`src/rtl/ysyx_l1i_bus_bridge.sv`:
```
// ysyx_l1i_bus_bridge
//   Responder end of the L1I refill bus. Accepts one line-refill request, fetches the
//   line over an AXI4 read-address/read-data master port and streams LINE_WORDS 32-bit
//   beats back to the L1I, flagging the final beat with bus_rlast.
//
//   Build option:
//     YSYX_L1I_BURST_EN  defined  : one INCR burst per line (arlen = LINE_WORDS-1).
//                        undefined: LINE_WORDS single-beat reads (arlen = 0), one AR each.
//
//   Ports:
//     clock, reset            clock, asynchronous active-low reset
//     bus_arvalid, bus_araddr refill request from L1I (held until accepted)
//     bus_rready              1-cycle accept pulse (only in idle)
//     bus_rdata/rvalid/rlast  returned words, passed through from AXI R with no added latency
//     axi_ar*                 AXI read address channel (master)
//     axi_r*                  AXI read data channel (master); axi_rlast is ignored
//     rerr                    sticky error for the current line, cleared on next accept
module ysyx_l1i_bus_bridge #(
    parameter int unsigned XLEN       = 32,
    parameter int unsigned LINE_WORDS = 4,
    parameter logic [3:0]  AXI_ID     = 4'd0
) (
    input  logic            clock,
    input  logic            reset,
    input  logic            bus_arvalid,
    input  logic [XLEN-1:0] bus_araddr,
    output logic            bus_rready,
    output logic [XLEN-1:0] bus_rdata,
    output logic            bus_rvalid,
    output logic            bus_rlast,
    output logic            axi_arvalid,
    input  logic            axi_arready,
    output logic [XLEN-1:0] axi_araddr,
    output logic [3:0]      axi_arid,
    output logic [7:0]      axi_arlen,
    output logic [2:0]      axi_arsize,
    output logic [1:0]      axi_arburst,
    input  logic            axi_rvalid,
    output logic            axi_rready,
    input  logic [XLEN-1:0] axi_rdata,
    input  logic [1:0]      axi_rresp,
    input  logic            axi_rlast,
    output logic            rerr
);

    localparam int unsigned CntW = $clog2(LINE_WORDS);
    localparam int unsigned OffW = CntW + 2;
    localparam logic [CntW-1:0] LastCnt = CntW'(LINE_WORDS - 1);
`ifdef YSYX_L1I_BURST_EN
    localparam logic [7:0] ArLen = 8'(LINE_WORDS - 1);
`else
    localparam logic [7:0] ArLen = 8'd0;
`endif

    typedef enum logic [1:0] {StIdle, StAr, StR} state_e;

    state_e          state_q, state_d;
    logic [CntW-1:0] count_q, count_d;
    logic [XLEN-1:0] base_q, base_d;
    logic            rerr_q, rerr_d;

    logic            accept;
    logic            beat;
    logic            last_beat;
    logic            beat_err;
    logic [XLEN-1:0] word_offset;

    // Low address bits are implied by line alignment; AXI rlast is not used for framing.
    logic unused_inputs;
    assign unused_inputs = ^{bus_araddr[OffW-1:0], axi_rlast};

    // reset gates accept so bus_rready stays low while reset is asserted.
    assign accept      = reset & bus_arvalid & (state_q == StIdle);
    assign beat        = (state_q == StR) & axi_rvalid;
    assign last_beat   = beat & (count_q == LastCnt);
    assign beat_err    = beat & (axi_rresp != 2'b00);
    assign word_offset = {{(XLEN - OffW){1'b0}}, count_q, 2'b00};

    always_ff @(posedge clock or negedge reset) begin
        if (!reset) begin
            state_q <= StIdle;
            count_q <= '0;
            base_q  <= '0;
            rerr_q  <= 1'b0;
        end else begin
            state_q <= state_d;
            count_q <= count_d;
            base_q  <= base_d;
            rerr_q  <= rerr_d;
        end
    end

    always_comb begin
        state_d = state_q;
        count_d = count_q;
        base_d  = base_q;
        rerr_d  = rerr_q;
        unique case (state_q)
            StIdle: begin
                if (accept) begin
                    base_d  = {bus_araddr[XLEN-1:OffW], {OffW{1'b0}}};
                    count_d = '0;
                    rerr_d  = 1'b0;
                    state_d = StAr;
                end
            end
            StAr: begin
                if (axi_arready) begin
                    state_d = StR;
                end
            end
            StR: begin
                if (beat) begin
                    // Wraps to zero on the final beat.
                    count_d = count_q + 1'b1;
                    if (beat_err) begin
                        rerr_d = 1'b1;
                    end
                    if (last_beat) begin
                        state_d = StIdle;
                    end
`ifndef YSYX_L1I_BURST_EN
                    else begin
                        // Single-beat mode: issue the next word's read.
                        state_d = StAr;
                    end
`endif
                end
            end
            default: state_d = StIdle;
        endcase
    end

    assign bus_rready  = accept;
    assign bus_rvalid  = beat;
    assign bus_rdata   = beat ? axi_rdata : '0;
    assign bus_rlast   = last_beat;

    assign axi_arvalid = (state_q == StAr);
    // In burst mode count is still zero while in AR, so this is the line base.
    assign axi_araddr  = axi_arvalid ? (base_q + word_offset) : '0;
    assign axi_arlen   = axi_arvalid ? ArLen : 8'd0;
    assign axi_arid    = AXI_ID;
    assign axi_arsize  = 3'b010;
    assign axi_arburst = 2'b01;
    assign axi_rready  = (state_q == StR);

    // Error is visible with the failing beat; the accept cycle already reads clean.
    assign rerr        = ~accept & (rerr_q | beat_err);

endmodule

```
`config.mk`:
```
export PLATFORM = sky130hd
export DESIGN_NAME = ysyx_l1i_bus_bridge
export DESIGN_NICKNAME = d
export VERILOG_FILES = /design/src/rtl/ysyx_l1i_bus_bridge.sv
export SDC_FILE = /design/constraint.sdc
export NUM_CORES = 1
export LEC_CHECK = 0
export BUFFER_PORTS_ARGS = -buffer_cell sky130_fd_sc_hd__buf_2
export CAP_MARGIN = 0
export CELL_PAD_IN_SITES_DETAIL_PLACEMENT = 1
export CELL_PAD_IN_SITES_GLOBAL_PLACEMENT = 2
export CORE_ASPECT_RATIO = 0.7
export CORE_UTILIZATION = 23
export DETAILED_ROUTE_END_ITERATION = 8
export PLACE_DENSITY = 0.83
export SKIP_LAST_GASP = 1
export SYNTH_ARGS = -nofsm -noshare
export SYNTH_HDL_FRONTEND = slang
export SYNTH_SLANG_ARGS = --single-unit
```
`constraint.sdc`:
```
create_clock -name clock -period 3.1 [get_ports clock]
set_input_delay 0 -clock clock [delete_from_list [all_inputs] [get_ports clock]]
set_output_delay 0 -clock clock [all_outputs]
set_load 0.01 [all_outputs]
```
Yosys cells after proc, flatten, opt, wreduce, memory -nomap -nowiden
Cells that the tools add are included.
{"block": "classes", "n_bitwise": 8, "addsub": 2, "muxes": 14, "n_reduce_logical": 7, "eq_ne": 7}
{"cell": "32-bit two-way mux", "count": 2}
{"cell": "32-bit by 4-bit adder with 32-bit output", "count": 1}
{"cell": "2-bit two-way mux", "count": 5}
{"cell": "1-bit AND", "count": 6}
{"cell": "2-bit by 1-bit != test with 1-bit output, second input constant", "count": 3}
{"cell": "2-bit one-hot mux with 3 select lines", "count": 1}
{"cell": "3-bit AND reduction", "count": 2}
{"cell": "2-bit == test, second input constant", "count": 2}
{"cell": "1-bit two-way mux", "count": 4}
{"cell": "2-bit one-hot mux with 2 select lines", "count": 1}
{"cell": "4-bit AND reduction", "count": 1}
{"cell": "2-bit nonzero test", "count": 2}
{"cell": "2-bit by 1-bit adder with 2-bit output, second input constant", "count": 1}
{"cell": "2-bit by 1-bit == test with 1-bit output, second input constant", "count": 1}
{"cell": "2-bit logical NOT", "count": 1}
{"cell": "2-bit != test, second input constant", "count": 1}
{"cell": "1-bit one-hot mux with 2 select lines", "count": 1}
{"cell": "2-bit AND reduction", "count": 1}
{"cell": "1-bit NOT", "count": 1}
{"cell": "1-bit OR", "count": 1}
{"block": "totals", "register_bits": 33, "inputBits": 72, "elab_cells": 42}

Logic depth before layout (Yosys ltp)
{"block": "depth", "depth_word": 6, "depth_mapped": 4}

Least setup slack after synthesis
No wires, ideal clock.
{"block": "synth_path", "path_kind": "register to register", "start": "register state_q[1]", "end": "register base_q[10]", "required_ns": 2.975, "arrival_ns": 1.294, "period_less_slack_ns": 1.419, "stages_incl_launch_ff": 5, "path_slack_ns": 1.681, "setup_ns": 0.125, "path_cell_list": "dfrtp_1 -> nor4bb_1 -> buf_4 -> buf_12 -> mux2_4"}
{"block": "synth_between", "elab_chain_cells": 3}
{"item": "start, declared", "line": "57", "source": "state_e state_q, state_d;"}
{"item": "start signal, assigned", "line": "81", "source": "state_q <= StIdle;"}
{"item": "start signal, assigned", "line": "86", "source": "state_q <= state_d;"}
{"item": "2-bit logical NOT *", "line": "73, 98"}
{"item": "1-bit AND", "line": "73", "source": "assign accept = reset & bus_arvalid & (state_q == StIdle);"}
{"item": "2-bit AND reduction (no source line) *"}
{"item": "end signal, assigned", "line": "88", "source": "base_q <= base_d;"}
{"item": "end, declared", "line": "59", "source": "logic [XLEN-1:0] base_q, base_d;"}
Every way passes the cells marked *; elsewhere a longest branch is shown, timed or not.
A chain may end at the register's enable or synchronous reset.

Final worst setup path
{"block": "layout_path", "start": "register state_q[0]", "end": "output rerr"}
{"block": "layout_between", "elab_chain_cells": 5, "elab_cells_between_ends": 8, "cone_classes": "eq/ne (1); bitwise (6); reduce/logical (1)"}
{"item": "2-bit == test", "line": "74", "source": "assign beat = (state_q == StR) & axi_rvalid;"}
{"item": "1-bit AND", "line": "74"}
{"item": "1-bit AND", "line": "76", "source": "assign beat_err = beat & (axi_rresp != 2'b00);"}
{"item": "1-bit OR", "line": "149", "source": "assign rerr = ~accept & (rerr_q | beat_err);"}
{"item": "1-bit AND *", "line": "149"}
{"item": "end, declared", "line": "43", "source": "output logic rerr"}
Marked as above.

==> results by group <==
Floorplan
  – Area of the die: 9190 sq um
  – Number of placement rows: 28
  – Height of the chip: 80.5 microns
  – Horizontal die dimension: 114 microns
  – Number of placed I/O pins: 159
  – Starting utilization of the core area: 23.9%
  – Placeable core area: 8480 sq um

Clock tree
  – Maximum buffer depth of the clock tree: 2
  – Cts bufs inserted: 5
  – CTS tree: yes
  – Number of gates resized after CTS: 0
  – Clock Root Buffer: clkbuf_16
  – Post-CTS clock slew at the launch and capture registers of the worst setup and hold paths: 0.05 ns
  – Clock latency on the worst-skew pair: 0.27 ns
  – Number of sinks driven by the clock tree: 33
  – CTS H-tree lvls: 2
  – Setup fix buffers added after clock tree synthesis: 0

Critical path
  – Critical path start-end classification: reg2out
  – Worst flop-to-flop path endpoint: base_q[28]
  – Element type at the critical path start: flip-flop
  – Reg-to-Reg Start: state_q[0]
  – Crit-path max FO: 30
  – Crit path capture type: output port
  – Setup slack of the worst register-to-register path: 1.20 ns
  – Required time of the critical path: 3.10 ns
  – Arrival time at the worst endpoint: 1.95 ns
  – Number of cell instances on the worst register-to-register path: 3

Timing
  – Final Skew: 0.00539 ns
  – Final number of max-transition violations: 0
  – Slew @ Worst Pin: 0.549 ns
  – Count of endpoints failing hold in the final timing report: 0
  – Period utilization: 63.0%
  – Final-report setup violation count: 0
  – Max-slew headroom: 63.4%
  – TNS Setup: 0 ns
  – Maximum clock frequency: 512 MHz
  – Unrepaired setup endpoints after global routing: false
  – Final Critical Period: 1.95 ns

GRT
  – Initial antenna violation count: 0
  – Vias in the first global route: 1764
  – Maximum number of pins on one net before global-route repair: 38
  – Busiest layer in global routing: met2
  – Global-route wire length before repair: 8.51 mm
  – Fraction of met2 tracks used by global routing: 19.9%
  – Global Route met1 Usage: 15.7%
  – Tot GR Track Use: 11.9%
  – GRT met3 Usage: 2.19%
  – Total gr overflow: 0

Synthesis
  – Average instance area after synthesis: 11.5 sq um
  – Synthesized instance count: 176
  – Seq cells post-synth: 33
  – Synthesized cell area: 2020 sq um
  – Total number of yosys warnings: 0
  – Distinct cell type count of the synthesized netlist: 23
  – Sequential element share of the synthesized area: 40.8%

Power
  – Leak pwr: 1.73 nW
  – Power per unit of standard cell area: 755 nW/um^2
  – Peak ir drop on the vdd network: 0.000235 V
  – Post-layout total power: 2.37 mW

Layout
  – Commonest cells after routing, fill and taps aside: 134 x buf_2, 63 x and2_1, 33 x dfrtp_1
  – Area used by multi-input combinational logic: 1030 sq um
  – Combined flip-flop and latch cell area: 826 sq um
  – Fraction of final layout cells sized beyond drive strength 1: 52.2%
  – Final-stage net count: 409
  – Layout filler cell count: 999
  – ANT cells: 0
  – Area Overhead vs Synth: 55.1%
  – Most common cell after layout, fill and taps aside: buf_2

Routing
  – DRT iter0 DRCs: 43
  – Vias after detailed routing: 1742
  – First-pass detailed-route iteration total: 4
  – Via count normalized by instance count: 3.81
  – Total Routed Length: 5.64 mm
  – Routed Antenna Nets: 0
  – Routed length per placed instance: 12.3 microns
  – Remaining routing DRC violations: 0

Placed design
  – I/O Buffers: 134
  – DPL Wire Length: 3.94 mm
  – Weighted congestion at the end of routability-driven global placement: 0.679

Min path
  – Launch instance of the worst min-delay path: axi_rvalid
  – Hold crit path type: in2reg
  – Hold Crit Endpoint: state_q[1]
  – Hold Path Depth: 3

Run status
  – Status: completed

Job
  – Maximum capacitance violations: 0
-- through the flow --
stage	std cells	util (%)	setup WS (ns)	area [sq um]	hold slack (ns)
floorplan	193	-	1.68	2090	-0.296
global placement	419	31.8	1.19	2700	0.154
detailed placement	419	31.8	1.16	2700	0.151
CTS	457	37.0	1.12	3140	0.0579
global route	457	37.0	1.05	3140	0.0673
finish	457	37.0	1.15	3140	0.0623
-- final cells by class --
| class | instances | share of cell area, % |
|---|---|---|
| Sequential cell | 33 | 26.3 |
| Clock buffer | 7 | 4.22 |
| Multi-Input combinational cell | 128 | 32.8 |
| Clock inverter | 1 | 0.239 |
| Inverter | 2 | 0.239 |
| Tap cell | 120 | 4.78 |
| Timing Repair Buffer | 166 | 31.4 |
-- layer usage --
metal  up-vias  wire [microns]
li1        846               -
met5         -               0
met4         0              34
met1       828            2670
met3         2             267
met2        66            2680
-- state kept, by name (all words and copies together) (netlist names) --
name and count:
state_q 2, base_q 28, rerr_q 1, count_q 2
-- where the power goes --
part | switching (mW) | leakage (nW) | internal (mW) | total (mW)
combinational | 0.491 | 1.27 | 0.635 | 1.13
sequential | 0.128 | 0.396 | 0.648 | 0.775
clock | 0.172 | 0.0641 | 0.298 | 0.470
-- cell families after synthesis --
logic type	count (synthesis)	share of synthesized area, %
multiplexers	29	21.1
flip-flops	33	40.8
AND/OR/NAND/NOR	71	22.4
other	2	0.371
buffers and inverters	32	12.2
AO/OA/AOI/OAI	8	2.47
adder cells (fa/ha/maj)	1	0.618
-- worst max-delay path, cell delays in order, from the launching register on --
cell      delay (ns)
dfrtp_1         0.46
nor4bb_4        0.40
buf_4           0.52
a21oi_1         0.09
buf_2           0.17
-- worst max path at each step --
stage	from	to	slack, ns
4_1_cts	state_q[0]	rerr	1.12
6_report	state_q[0]	rerr	1.15
3_5_place_dp	state_q[0]	base_q[28]	1.16
3_3_place_gp	state_q[0]	base_q[28]	1.19
5_1_grt	state_q[0]	rerr	1.05
2_1_floorplan	state_q[1]	base_q[10]	1.68
-- cell usage after synthesis (all sizes together) --
library cell / number / area share [%]
buf: 25 / 11
dfrtp: 33 / 41
ha: 1 / 0.62
and2b: 2 / 0.87
o21a: 1 / 0.37
inv: 2 / 0.37
nor2: 1 / 0.19
o21ai: 2 / 0.49
conb: 2 / 0.37
nor4bb: 1 / 0.49
and4b: 1 / 0.56
mux2: 29 / 21
nand2: 2 / 0.37
and2: 63 / 19
o22ai: 1 / 0.31
a21oi: 2 / 0.49
a21o: 1 / 0.37
clkbuf: 5 / 0.93
and3b: 1 / 0.49
a22o: 1 / 0.43
-- repair_timing --
item	in CTS	in global routing
endpoints found under the setup margin	0	0
hold buffers	30	0
hold endpoints to repair	62	0
No activity file was read; power rests on OpenSTA's default activity.
